File: config.mk
export PLATFORM = sky130hd
export DESIGN_NAME = cmp_addsub_pipe
export DESIGN_NICKNAME = d
export VERILOG_FILES = /design/src/rtl/cmp_addsub_pipe_pkg.sv /design/src/rtl/cmp_addsub_lane.sv /design/src/rtl/cmp_addsub_pipe.sv
export SDC_FILE = /design/constraint.sdc
export NUM_CORES = 1
export LEC_CHECK = 0
export CAP_MARGIN = 20
export CORE_ASPECT_RATIO = 0.75
export CORE_UTILIZATION = 30
export CTS_BUF_LIST = sky130_fd_sc_hd__clkbuf_16
export CTS_CLUSTER_DIAMETER = 40
export DETAILED_ROUTE_END_ITERATION = 10
export PLACE_DENSITY_LB_ADDON = 0.3
export SKIP_CTS_REPAIR_TIMING = 1
export SLEW_MARGIN = 20
export SYNTH_ARGS = -nofsm -noshare
export SYNTH_HDL_FRONTEND = slang
export SYNTH_SLANG_ARGS = --single-unit
File: constraint.sdc
create_clock -name CLK -period 12.2 [get_ports CLK]
set_input_delay 1.83 -clock CLK [delete_from_list [all_inputs] [get_ports CLK]]
set_output_delay 1.83 -clock CLK [all_outputs]
set_load 0.02 [all_outputs]
File: src/rtl/cmp_addsub_pipe_pkg.sv
// Shared types and lane arithmetic for the pipelined compare/add-sub unit.
// lane_op works on a fixed maximum width; callers pass their real lane width as nx.
package cmp_addsub_pipe_pkg;

  localparam int unsigned LANE_MAXW = 64;
  localparam int unsigned LANE_IDXW = 7;

  typedef struct packed {
    logic                 ovf;
    logic [LANE_MAXW-1:0] res;
  } lane_res_t;

  function automatic lane_res_t lane_op(input logic [LANE_MAXW-1:0] a,
                                        input logic [LANE_MAXW-1:0] b,
                                        input logic                 gt,
                                        input logic                 sat,
                                        input int unsigned          nx);
    logic [LANE_MAXW-1:0] mask;
    logic [LANE_MAXW:0]   wide;
    lane_res_t            r;
    mask = (nx >= LANE_MAXW) ? '1 : ((LANE_MAXW'(1) << nx) - LANE_MAXW'(1));
    if (gt) wide = {1'b0, a} + {1'b0, b};
    else    wide = {1'b0, a} - {1'b0, b};
    // Carry out of an nx-bit lane sits at bit nx; a borrow is simply a < b.
    r.ovf = gt ? wide[nx[LANE_IDXW-1:0]] : (a < b);
    r.res = wide[LANE_MAXW-1:0] & mask;
    if (sat && r.ovf) r.res = gt ? mask : '0;
    return r;
  endfunction

endpackage

File: src/rtl/cmp_addsub_lane.sv
// One lane: add when gt, else subtract; wrap or saturate, plus carry/borrow flag.
module cmp_addsub_lane
  import cmp_addsub_pipe_pkg::*;
#(
  parameter int unsigned NX  = 8,
  parameter int unsigned SAT = 0
) (
  input  logic [NX-1:0] a_i,
  input  logic [NX-1:0] b_i,
  input  logic          gt_i,
  output logic [NX-1:0] res_o,
  output logic          ovf_o
);

  lane_res_t r;
  logic      lane_unused;

  always_comb r = lane_op(LANE_MAXW'(a_i), LANE_MAXW'(b_i), gt_i, (SAT != 0), NX);

  assign res_o       = r.res[NX-1:0];
  assign ovf_o       = r.ovf;
  assign lane_unused = ^r.res;

endmodule

File: src/rtl/cmp_addsub_pipe.sv
// Multi-lane compare/add-sub with a 2-stage valid/ready pipeline and transfer counter.
// Handshake: a beat moves on a rising edge when valid & ready; each stage loads when empty or drained.
module cmp_addsub_pipe
  import cmp_addsub_pipe_pkg::*;
#(
  parameter int unsigned NX   = 8,
  parameter int unsigned NCH  = 4,
  parameter int unsigned SAT  = 0,
  parameter int unsigned NCNT = 16
) (
  input  logic              CLK,
  input  logic              RST,
  input  logic              IN_VALID,
  output logic              IN_READY,
  input  logic [NCH*NX-1:0] A,
  input  logic [NCH*NX-1:0] B,
  output logic              OUT_VALID,
  input  logic              OUT_READY,
  output logic [NCH*NX-1:0] XOUT,
  output logic [NCH-1:0]    GT,
  output logic [NCH-1:0]    OVF,
  output logic [NCNT-1:0]   COUNT
);

  typedef struct packed {
    logic              valid;
    logic [NCH*NX-1:0] a;
    logic [NCH*NX-1:0] b;
    logic [NCH-1:0]    gt;
  } stage_t;

  stage_t            s1_q, s1_d;
  logic              s2_valid_q, s2_valid_d;
  logic [NCH*NX-1:0] xout_q, xout_d;
  logic [NCH-1:0]    gt_q, gt_d;
  logic [NCH-1:0]    ovf_q, ovf_d;
  logic [NCNT-1:0]   count_q, count_d;

  logic              s1_en, s2_en;
  logic [NCH-1:0]    in_gt;
  logic [NCH*NX-1:0] lane_res;
  logic [NCH-1:0]    lane_ovf;

  assign s2_en = !s2_valid_q || OUT_READY;
  assign s1_en = !s1_q.valid || s2_en;

  for (genvar g = 0; g < NCH; g++) begin : g_lane
    assign in_gt[g] = A[g*NX +: NX] > B[g*NX +: NX];

    cmp_addsub_lane #(
      .NX (NX),
      .SAT(SAT)
    ) u_lane (
      .a_i  (s1_q.a[g*NX +: NX]),
      .b_i  (s1_q.b[g*NX +: NX]),
      .gt_i (s1_q.gt[g]),
      .res_o(lane_res[g*NX +: NX]),
      .ovf_o(lane_ovf[g])
    );
  end

  // Operand registers only move on an accepted beat, so bubbles do not toggle them.
  always_comb begin
    s1_d = s1_q;
    if (s1_en) begin
      s1_d.valid = IN_VALID;
      if (IN_VALID) begin
        s1_d.a  = A;
        s1_d.b  = B;
        s1_d.gt = in_gt;
      end
    end
  end

  always_comb begin
    s2_valid_d = s2_valid_q;
    xout_d     = xout_q;
    gt_d       = gt_q;
    ovf_d      = ovf_q;
    if (s2_en) begin
      s2_valid_d = s1_q.valid;
      if (s1_q.valid) begin
        xout_d = lane_res;
        gt_d   = s1_q.gt;
        ovf_d  = lane_ovf;
      end
    end
  end

  always_comb begin
    count_d = count_q;
    if (s2_valid_q && OUT_READY) count_d = count_q + NCNT'(1);
  end

  always_ff @(posedge CLK or posedge RST) begin
    if (RST) begin
      s1_q       <= '0;
      s2_valid_q <= 1'b0;
      xout_q     <= '0;
      gt_q       <= '0;
      ovf_q      <= '0;
      count_q    <= '0;
    end else begin
      s1_q       <= s1_d;
      s2_valid_q <= s2_valid_d;
      xout_q     <= xout_d;
      gt_q       <= gt_d;
      ovf_q      <= ovf_d;
      count_q    <= count_d;
    end
  end

  assign IN_READY  = s1_en;
  assign OUT_VALID = s2_valid_q;
  assign XOUT      = xout_q;
  assign GT        = gt_q;
  assign OVF       = ovf_q;
  assign COUNT     = count_q;

endmodule

==> impl_metrics.json, run 1 <==
{
  "final.setup_skew_ps": 8.19,
  "cp-start-kind": "primary input",
  "portBuffers": 125,
  "clk_latency_ps": 420,
  "crit-reg2reg-launch": "s1_q[29]",
  "cap_violations": 0,
  "fmax_ghz": 0.198,
  "synth_fp_nets": 1002,
  "drtAntennaViolNets": 0,
  "reg2regPathDepth": 8,
  "core_um2": 26000,
  "antenna_cells": 0,
  "clockBufferDepth": 2,
  "end_kind": "output port",
  "synth_top_area_cell": "dfrtp_1",
  "place_congestion": 0.832,
  "worst_pin_slew_ps": 971,
  "r2r_slack_ps": 9910,
  "ys_ff_latch": 126,
  "drcViolationCount": 0,
  "cp.arrival_ps": 3210,
  "fin_setup_tns_ps": 0,
  "synth_edf_count": 0,
  "yosys_warnings": 0,
  "cts.sinks": 126,
  "fill_cells": 2584,
  "setup_viol": 0,
  "htree_levels": 4,
  "postSynthCellCount": 829,
  "critPathSlowestCell": "clkdlybuf4s50_1",
  "antenna_found_initial": 1,
  "p_leak_nw": 4.64,
  "final_layout_size_suffix_gt1_frac": 0.0468,
  "grt_max_degree": 80,
  "ir_drop_v": 0.0000969,
  "startpoint": "OUT_READY",
  "path_class": "primary input to output port",
  "via_per_inst": 4.71,
  "r2r-end": "OVF[3]",
  "powerDensity_nw_per_um2": 182,
  "maxSlewViolCount": 0,
  "dp_hpwl_um": 13800,
  "nets": 1122,
  "hp-class": "register to register",
  "firstDrtPassIters": 6,
  "vias": 6157,
  "required_ps": 10370,
  "finalCriticalPeriod_ps": 5040,
  "ys_seq_area_frac": 0.397,
  "path_common_cell": "clkdlybuf4s50_1",
  "cts_tree": "built",
  "design_area_um2": 10200,
  "crit_path_max_incr_delay_ps": 650,
  "grt_setup_unrepaired": "no",
  "timing.critical_path.buf_inv": 2,
  "place_area_um2": 9540,
  "cp_max_fo": 4,
  "synth.cell_area_um2": 7940,
  "die_w_um": 190,
  "grt_pass1_wl_um": 30800,
  "die_y_um": 143,
  "rows": 51,
  "start_util": 0.306,
  "status": "finished, final reports clean",
  "cp.depth": 3,
  "synth-async-reset-ratio": 1.00,
  "die_area_um2": 27100,
  "relSlewSlack": 0.353,
  "grt_pass1_vias": 6105,
  "syn_avg_cell_area_um2": 9.58,
  "ys_top_cells_by_area": "dfrtp_1 (40%), ha_1 (15%), mux2_1 (4.7%), inv_1 (4.4%), nand2_1 (4.2%)",
  "wl_per_cell_um": 13.9,
  "cts-root-buf": "clkbuf_16",
  "path_cells": "clkdlybuf4s50_1, nand3b_1, clkdlybuf4s50_1",
  "cts_buffers": 17,
  "clk_pin_slew_ps": 60,
  "critical-path-top-delay-family": "buffers and inverters",
  "fin_crit_sh": 0.413,
  "drtIter0Drc": 311,
  "synth_top_area_frac": 0.397,
  "io_pins": 126,
  "wirelength_um": 18100,
  "area_delta_synth_final_pct": 28.5,
  "grt_overflow": 0,
  "crit_path_end": "IN_READY",
  "yosysUniqueCellTypes": 57,
  "track_usage": 0.144,
  "hold_viol": 0,
  "synthFlopType": "dfrtp_1"
}
## routing by layer
metal	up-vias	track usage	part of all wire
li1	3102	-	-
met1	2899	0.206	0.52
met2	141	0.215	0.42
met3	13	0.0369	0.052
met4	2	0.0378	0.0070
met5	-	0	0.00072
## metrics by stage
step	hold slack [ps]	instances	power (mW)	utilization	worst slack, ps
after floorplan	478	829	1.03	-	7010
after global placement	464	1274	1.29	0.367	7180
after detailed placement	462	1274	1.30	0.367	7170
after CTS	474	1306	1.89	0.393	7160
after global routing	496	1306	1.99	0.393	7100
final	468	1306	1.86	0.393	7160
## placed cells by master (no fill, tap or decap), drive strengths merged, types with 9 or more instances in the layout
cell type / n
a21oi: 37
nand2b: 9
dfrtp: 126
nor2: 32
a211oi: 9
a31oi: 10
nor2b: 14
o21ai: 84
nand2: 88
ha: 97
clkdlybuf4s50: 125
mux2: 34
a21o: 11
xnor2: 26
clkbuf: 17
nand3: 12
o21bai: 10
nor3: 11
xor2: 12
inv: 96
## logic make-up (layout without fill, tap and decap cells)
kind of cell	count (synthesis)	after routing	synth area share
xor+xnor	38	38	0.0419
mux	40	40	0.0558
compound gates	209	209	0.164
flops	126	126	0.397
fa+ha+maj	105	105	0.173
buf+inv	123	256	0.0608
simple gates	188	188	0.107
## worst register-to-register path: cells and delay by family, from the launching register on
kind,cells,cell delay (ps)
DFF,1,390
buffers and inverters,1,160
adders and majority gates,1,260
AOI/OAI and AO/OA,3,640
and+or+nand+nor,3,740
## sequential cells by signal, indices dropped and copies added (netlist names)
register	count
COUNT	16
XOUT	32
GT	4
s1_q	69
OUT_VALID	1
OVF	4
## where the power goes
part	internal, mW	switching (mW)	total (mW)
Sequential	0.517	0.0856	0.603
Combinational	0.320	0.359	0.679
Clock	0.383	0.195	0.578
## Yosys cell counts (2+ instances only)
cell type	number
a2111oi_0	2
a211o_1	4
a211oi_1	8
a21o_1	11
a21oi_1	37
a221oi_1	3
a22oi_1	3
a31oi_1	10
a32o_1	2
buf_1	6
buf_2	5
buf_4	2
clkbuf_1	13
dfrtp_1	126
fa_1	8
ha_1	97
inv_1	94
inv_2	2
mux2_1	33
mux2i_1	6
nand2_1	88
nand2b_1	9
nand3_1	12
nand3b_1	2
nand4_1	8
nor2_1	32
nor2b_1	14
nor3_1	11
nor4_1	2
o2111ai_1	3
o211ai_1	2
o21a_1	8
o21ai_0	29
o21ai_1	55
o21bai_1	10
o311ai_1	3
o31a_1	3
o31ai_1	5
o41ai_1	3
or2_2	2
or3_1	4
xnor2_1	26
xor2_1	12
## area by class of cell
class / count / area, um2 / share of cell area
Clock buffer: 17 / 425 / 0.0417
Clock inverter: 15 / 244 / 0.0239
Inverter: 96 / 365 / 0.0358
Multi-Input combinational cell: 580 / 4310 / 0.423
Sequential cell: 126 / 3150 / 0.309
Tap cell: 344 / 430 / 0.0422
Timing Repair Buffer: 128 / 1270 / 0.125
## how the worst min path moves through the flow
stage / start / slack (ps) / end / cells after the start
finish: COUNT[15] / 470 / COUNT[15] / 1
global route: XOUT[23] / 500 / XOUT[23] / 2
CTS: COUNT[15] / 470 / COUNT[15] / 1
detailed placement: COUNT[15] / 460 / COUNT[15] / 1
global placement: XOUT[1] / 460 / XOUT[1] / 2
floorplan: s1_q[13] / 480 / s1_q[13] / 2
(Power assumes the default switching activity.)
==> inputs of run 2 (changes only) <==
==> constraint.sdc (replaced) <==
create_clock -name CLK -period 4.55 [get_ports CLK]
set_input_delay 0.6825 -clock CLK [delete_from_list [all_inputs] [get_ports CLK]]
set_output_delay 0.6825 -clock CLK [all_outputs]
set_load 0.02 [all_outputs]
==> run 2 against run 1 <==
Against the previous run:
- wire length about the same
- count of clock-buffer cells in the layout unchanged
- hold slack better by 4.8 ps
- die area unchanged
- critical path depth unchanged
- clock power up 140%
- clock skew up 1.4 ps
- utilization down 0.23 points
- combinational power rose to 2.7 times the previous value
- design area down 0.59%
- first-iteration DRC count down 1.9%
- largest cell class unchanged
==> impl_metrics.json, run 2 (synthesis results as in run 1) <==
{
  "status": "finished, final reports clean",
  "setup_viol": 0,
  "place_area_um2": 9550,
  "via_per_inst": 4.58,
  "grt_setup_unrepaired": "no",
  "die_area_um2": 27100,
  "grt_max_degree": 86,
  "largest_register": "s1_q",
  "core_um2": 26000,
  "required_ps": 3870,
  "end_kind": "output port",
  "relSlewSlack": 0.392,
  "vias": 5988,
  "dp_hpwl_um": 14000,
  "numPlacedInstances": 1276,
  "fin_cells": 1307,
  "clockBufferDepth": 2,
  "largest_reg_flops": 69,
  "wl_per_cell_um": 13.9,
  "nets": 1124,
  "hold_slack_ps": 473,
  "track_usage": 0.141,
  "path_class": "primary input to output port",
  "cp-start-kind": "primary input",
  "antenna_found_initial": 0,
  "rows": 51,
  "place_congestion": 0.813,
  "fin_crit_sh": 0.598,
  "drcViolationCount": 0,
  "maxSlewViolCount": 0,
  "grt_pass1_wl_um": 29900,
  "antenna_cells": 0,
  "die_y_um": 143,
  "clk_latency_ps": 420,
  "wirelength_um": 18100,
  "cts_tree": "built",
  "fill_cells": 2585,
  "firstDrtPassIters": 4,
  "finalCriticalPeriod_ps": 2720,
  "drtIter0Drc": 305,
  "cp_max_fo": 4,
  "clk_pin_slew_ps": 50,
  "fmax_ghz": 0.367,
  "fin_setup_tns_ps": 0,
  "mostFrequentLayoutCell": "dfrtp_1",
  "hp-class": "register to register",
  "grt_pass1_vias": 5843,
  "cts.sinks": 126,
  "cts-root-buf": "clkbuf_16",
  "cap_violations": 0,
  "r2r_slack_ps": 2290,
  "cp.arrival_ps": 2040,
  "start_util": 0.306,
  "final_layout_size_suffix_gt1_frac": 0.0467,
  "portBuffers": 125,
  "layout_common_cells": "dfrtp_1 (126), clkdlybuf4s50_1 (125), ha_1 (97), inv_1 (93), nand2_1 (86)",
  "cts_buffers": 17,
  "drtAntennaViolNets": 0,
  "final.setup_skew_ps": 9.59,
  "powerDensity_nw_per_um2": 475,
  "io_pins": 126,
  "design_area_um2": 10100,
  "grt_overflow": 0,
  "area_delta_synth_final_pct": 27.8,
  "ir_drop_v": 0.000254,
  "die_w_um": 190,
  "p_leak_nw": 4.61,
  "worst_pin_slew_ps": 912,
  "hold_viol": 0,
  "htree_levels": 4
}
==> run 2: cell types whose count changed in the layout (fill, tap and decap cells not counted) <==
cell	before	now
bufinv_16	6	3
buf_4	3	5
inv_6	1	3
clkinv_1	0	1
clkinv_2	3	2
clkinv_4	3	2
clkinvlp_4	3	4
==> run 2: metrics by stage <==
step | worst slack, ps | total power, mW | utilization
floorplan | 512 | 2.76 | -
finish | 1830 | 4.82 | 0.391
global route | 1750 | 5.15 | 0.391
CTS | 1820 | 4.88 | 0.391
global placement | 1570 | 3.45 | 0.368
detailed placement | 1560 | 3.48 | 0.368
==> run 2: per-layer routing <==
layer / vias up / track usage / part of all wire
li1: 3115 / - / -
met1: 2746 / 0.200 / 0.53
met2: 117 / 0.213 / 0.42
met3: 10 / 0.0337 / 0.042
met4: 0 / 0.0361 / 0.0079
met5: - / 0 / 0
==> run 2: power by group <==
part           switching, mW  leakage, nW  internal, mW
clock                  0.520        0.279         0.858
sequential             0.245         1.54          1.39
combinational          0.953         2.80         0.858
==> run 2: layout make-up <==
| class | count | area (um2) | share of cell area |
|---|---|---|---|
| Timing Repair Buffer | 130 | 1290 | 0.127 |
| Multi-Input combinational cell | 580 | 4310 | 0.425 |
| Sequential cell | 126 | 3150 | 0.311 |
| Clock inverter | 14 | 169 | 0.0166 |
| Clock buffer | 17 | 425 | 0.0419 |
| Inverter | 96 | 365 | 0.0360 |
| Tap cell | 344 | 430 | 0.0424 |
==> run 2: final timing paths <==
check                      endpoint  cells past startpoint       from
min                           GT[3]                      2      GT[3]
max                        IN_READY                      3  OUT_READY
min in group asynchronous  COUNT[6]                      2        RST
max in group asynchronous  s1_q[27]                      3        RST
min reg2reg                   GT[3]                      2      GT[3]
max reg2reg                  OVF[3]                      8   s1_q[29]
==> run 2: worst max-delay path, stage by stage <==
cell	delay [ps]
clkdlybuf4s50_1	500
nand3b_1	210
clkdlybuf4s50_1	640
